File: src/rtl/bcd_updown_counter.sv
// Cascaded BCD up/down counter with parallel load, carry/borrow out and
// rejected-load flag. WRAP selects wrap-around (1) or saturation (0) at terminal counts.
module bcd_updown_counter #(
  parameter int DIGITS = 4,
  parameter int WRAP   = 1
) (
  input  logic                  CLK,
  input  logic                  Clear_b,
  input  logic [4*DIGITS-1:0]   Data_in,
  input  logic                  Load,
  input  logic                  Count,
  input  logic                  Up,
  output logic [4*DIGITS-1:0]   A_count,
  output logic                  C_out,
  output logic                  B_out,
  output logic                  Load_err
);

  logic [4*DIGITS-1:0] a_count_q, a_count_d;
  logic                load_err_q, load_err_d;

  logic [4*DIGITS-1:0] inc_val;
  logic [4*DIGITS-1:0] dec_val;
  logic [DIGITS-1:0]   digit_is9;
  logic [DIGITS-1:0]   digit_is0;
  logic [DIGITS-1:0]   din_bad;
  // low9[k]/low0[k]: every digit below k is 9 / 0, i.e. digit k sees a carry / borrow
  logic [DIGITS:0]     low9;
  logic [DIGITS:0]     low0;
  logic                any_bad;
  logic                all9;
  logic                all0;

  assign low9[0] = 1'b1;
  assign low0[0] = 1'b1;

  genvar gi;
  generate
    for (gi = 0; gi < DIGITS; gi = gi + 1) begin : g_digit
      logic [3:0] cur;
      assign cur           = a_count_q[4*gi +: 4];
      assign digit_is9[gi] = (cur == 4'd9);
      assign digit_is0[gi] = (cur == 4'd0);
      assign din_bad[gi]   = (Data_in[4*gi +: 4] > 4'd9);
      assign low9[gi+1]    = low9[gi] & digit_is9[gi];
      assign low0[gi+1]    = low0[gi] & digit_is0[gi];
      assign inc_val[4*gi +: 4] = !low9[gi]      ? cur :
                                  digit_is9[gi]  ? 4'd0 : cur + 4'd1;
      assign dec_val[4*gi +: 4] = !low0[gi]      ? cur :
                                  digit_is0[gi]  ? 4'd9 : cur - 4'd1;
    end
  endgenerate

  assign any_bad = |din_bad;
  assign all9    = low9[DIGITS];
  assign all0    = low0[DIGITS];

  always_comb begin
    a_count_d  = a_count_q;
    load_err_d = 1'b0;
    if (Load) begin
      if (any_bad) begin
        load_err_d = 1'b1;
      end else begin
        a_count_d = Data_in;
      end
    end else if (Count) begin
      // Incrementing all-9s naturally rolls to all-0s (and vice versa), so only saturation needs a guard
      if (Up) begin
        if (!(all9 && (WRAP == 0))) begin
          a_count_d = inc_val;
        end
      end else begin
        if (!(all0 && (WRAP == 0))) begin
          a_count_d = dec_val;
        end
      end
    end
  end

  always_ff @(posedge CLK or negedge Clear_b) begin
    if (!Clear_b) begin
      a_count_q  <= '0;
      load_err_q <= 1'b0;
    end else begin
      a_count_q  <= a_count_d;
      load_err_q <= load_err_d;
    end
  end

  assign A_count  = a_count_q;
  assign Load_err = load_err_q;
  assign C_out    = Count & ~Load & Up  & all9;
  assign B_out    = Count & ~Load & ~Up & all0;

endmodule

File: config.mk
export PLATFORM = sky130hd
export DESIGN_NAME = bcd_updown_counter
export DESIGN_NICKNAME = d
export VERILOG_FILES = /design/src/rtl/bcd_updown_counter.sv
export SDC_FILE = /design/constraint.sdc
export NUM_CORES = 1
export LEC_CHECK = 0
export BUFFER_PORTS_ARGS = -buffer_cell sky130_fd_sc_hd__clkbuf_2
export CORE_UTILIZATION = 55
export CTS_BUF_LIST = sky130_fd_sc_hd__clkbuf_8 sky130_fd_sc_hd__clkbuf_16
export DETAILED_ROUTE_END_ITERATION = 8
export PLACE_DENSITY = 0.88
export SYNTH_ARGS = -nofsm -noshare
export SYNTH_HDL_FRONTEND = slang
export SYNTH_SLANG_ARGS = --single-unit
File: constraint.sdc
create_clock -name CLK -period 5.2 [get_ports CLK]
set_input_delay 0.52 -clock CLK [delete_from_list [all_inputs] [get_ports CLK]]
set_output_delay 0.52 -clock CLK [all_outputs]
set_load 0.005 [all_outputs]
==> impl_metrics.py <==
metrics = {
    "sta": {
        "skew_ps": 3.127,
        "fin_crit_sh_pct": 50.30,
        "relSlewSlack_pct": 60.53,
        "hold_ws_ps": 196.5,
        "rsz0062_at_grt": "false",
        "period_minus_slack_ps": 2616,
        "fmax_mhz": 382.3,
        "setup_violations": 0,
        "timing.final.hold_violations": 0,
        "drv_slew": 0,
        "fin_setup_tns_ps": 0,
        "tightest_slew_ps": 592.0,
    },
    "synth": {
        "synth_adder_area_share_pct": 0,
        "syn_inst": 195,
        "synth_nets": 216,
        "synth_top_area_cell": "dfrtp_1",
        "ys_ff_latch": 17,
        "yosys_warnings": 0,
        "async_flop_share_pct": 100.0,
        "synth_common_cells": "nand2_1, o21ai_0, dfrtp_1",
        "synth-edff-count": 0,
        "synth_flop_cell": "dfrtp_1",
        "synth_top_family_by_area": "simple AND/OR/NAND/NOR gates",
        "synth_top_area_share_pct": 27.62,
        "postSynthAreaPerCell_um2": 7.899,
        "synth_xor_area_share_pct": 3.412,
        "synthTopCellsByArea": "dfrtp_1, o21ai_0, nand2_1, mux2_2, nor2_1",
        "yosysSeqAreaShare_pct": 27.62,
        "yosys.cell_types.count": 49,
        "synth-compound-area-share_pct": 25.43,
        "synthSimpleGateAreaFrac_pct": 29.65,
        "synthMuxAreaShare_pct": 8.611,
        "syn-cell-area_mm2": 0.001540,
    },
    "floorplanning": {
        "dieArea_mm2": 0.003016,
        "start_util_pct": 59.99,
        "rows": 18,
        "top_level_ports": 40,
        "core_mm2": 0.002567,
        "die_w_um": 54.92,
        "die_h_um": 54.92,
    },
    "detailed_routing": {
        "wire_per_inst_um": 14.80,
        "drt_iter0_drc": 57,
        "route.antenna.remaining_nets": 0,
        "firstDrtPassIters": 4,
        "drt-vias-per-instance": 6.173,
        "routed_wl_um": 3758,
        "dr_total_vias": 1568,
        "drc": 0,
    },
    "power": {
        "p_per_area_mw_per_mm2": 443.5,
        "power_leakage_nw": 0.7718,
        "vdd_ir_drop_max_mv": 0.3111,
        "power.total_w": 0.0007818,
    },
    "layout": {
        "drive_above_1_share_pct": 26.34,
        "finalNetCount": 246,
        "num-fill-cells": 243,
        "diodes": 0,
        "finalInstanceArea_mm2": 0.001763,
        "finalNonFillerCells": 254,
        "syn_to_final_growth_pct": 14.46,
    },
    "placement": {
        "hpwl_um": 2678,
        "portBuffers": 39,
        "dp.cells": 250,
        "gp_congestion": 0.8557,
        "dpl_cell_area_mm2": 0.001718,
    },
    "worst_setup_path": {
        "cp.arrival_ps": 2100,
        "cp_max_fo": 33,
        "cp-end-kind": "output pin",
        "critPathLaunchType": "input port",
        "critical_path_required_ps": 4680,
        "crit_type": "in -> out",
    },
    "global_routing": {
        "overflow": 0,
        "grt_pass1_vias": 1346,
        "grt_pass1_wl_um": 6237,
        "grt_usage_pct": 28.76,
        "grt_max_degree": 34,
        "antenna_found_initial": 0,
    },
    "clock_tree": {
        "cts_root_buf": "clkbuf_8",
        "h-tree-depth": 1,
        "post_cts_buffers": 0,
        "cts_resized": 0,
        "hold_buffers": 0,
        "cts_sinks": 17,
        "clk_pin_slew_ps": 70,
        "cts_buffers": 3,
        "clkLatencyLatePin_ps": 260,
        "cts_tree": "built",
        "cts.path.max_buffers": 2,
    },
    "worst_hold_path": {
        "min_path_type": "in -> async",
    },
    "outcome": {
        "outcome": "finished, final reports clean",
    },
    "run": {
        "drv_cap": 0,
    },
}
==> through the flow <==
| stage | worst slack [ps] | util (%) |
|---|---|---|
| CTS | 2589 | 68.66 |
| global placement | 2620 | 66.91 |
| floorplan | 3195 | - |
| finish | 2584 | 68.66 |
| global route | 2445 | 68.66 |
| detailed placement | 2593 | 66.91 |
==> flip-flops by register name, summed over array words and instances, names as in the netlist <==
| register | count |
|---|---|
| A_count | 16 |
| Load_err | 1 |
==> path summary, 6_finish.rpt <==
check,start,endpoint,slack [ps],cells after the start
max,Load,B_out,2580,5
min reg2reg,A_count[11],A_count[11],640,1
max in group asynchronous,Clear_b,A_count[7],4690,1
max reg2reg,A_count[0],A_count[13],2990,5
min in group CLK,Data_in[0],A_count[0],560,3
min,Clear_b,A_count[12],200,1
==> where the power goes <==
part | total (W) | internal [W] | switching, W
sequential | 0.000313 | 0.000183 | 0.000131
combinational | 0.000367 | 0.000200 | 0.000167
clock | 0.000101 | 0.0000526 | 0.0000484
==> final cells by class <==
cell class | count | area [um2] | share of cell area, %
multi-input cells | 157 | 1033 | 58.62
flip-flops and latches | 17 | 425.4 | 24.13
repair buffers | 39 | 195.2 | 11.07
clock buffers | 3 | 41.29 | 2.342
well taps | 30 | 37.54 | 2.129
inverters | 7 | 26.28 | 1.490
clock inverters | 1 | 3.754 | 0.2129
==> worst max-delay path, stage by stage <==
cell	delay (ps)
clkbuf_2	350
or4_1	620
nor4_2	240
and4_1	250
clkbuf_2	110
==> cell families after synthesis <==
group / count (synthesis)
AND/OR/NAND/NOR: 83
flip-flops: 17
AO/OA/AOI/OAI: 57
multiplexers: 11
XOR/XNOR: 6
buffers and inverters: 21
==> per-layer routing <==
| layer | up-vias | GRT usage, % | part of all wire [%] |
|---|---|---|---|
| met5 | - | 0 | 0 |
| met4 | 0 | 5.833 | 0.51 |
| met3 | 3 | 5.738 | 5.1 |
| met2 | 43 | 47.99 | 48 |
| met1 | 738 | 38.36 | 46 |
| li1 | 784 | - | - |
==> cell usage in the layout (no fill, tap or decap), drive strengths merged, types with 3 or more instances in the layout <==
cell     count
nand2b       7
dfrtp       17
nor3         9
nor2b        3
a21oi        8
nand3        6
a211oi       3
or2          3
o21ai       22
nor2        14
o2bb2ai      3
inv          8
nand4        3
xnor2        5
mux2         9
nand2       22
nor4         3
and4         3
clkbuf      42
(Power assumes the default switching activity.)
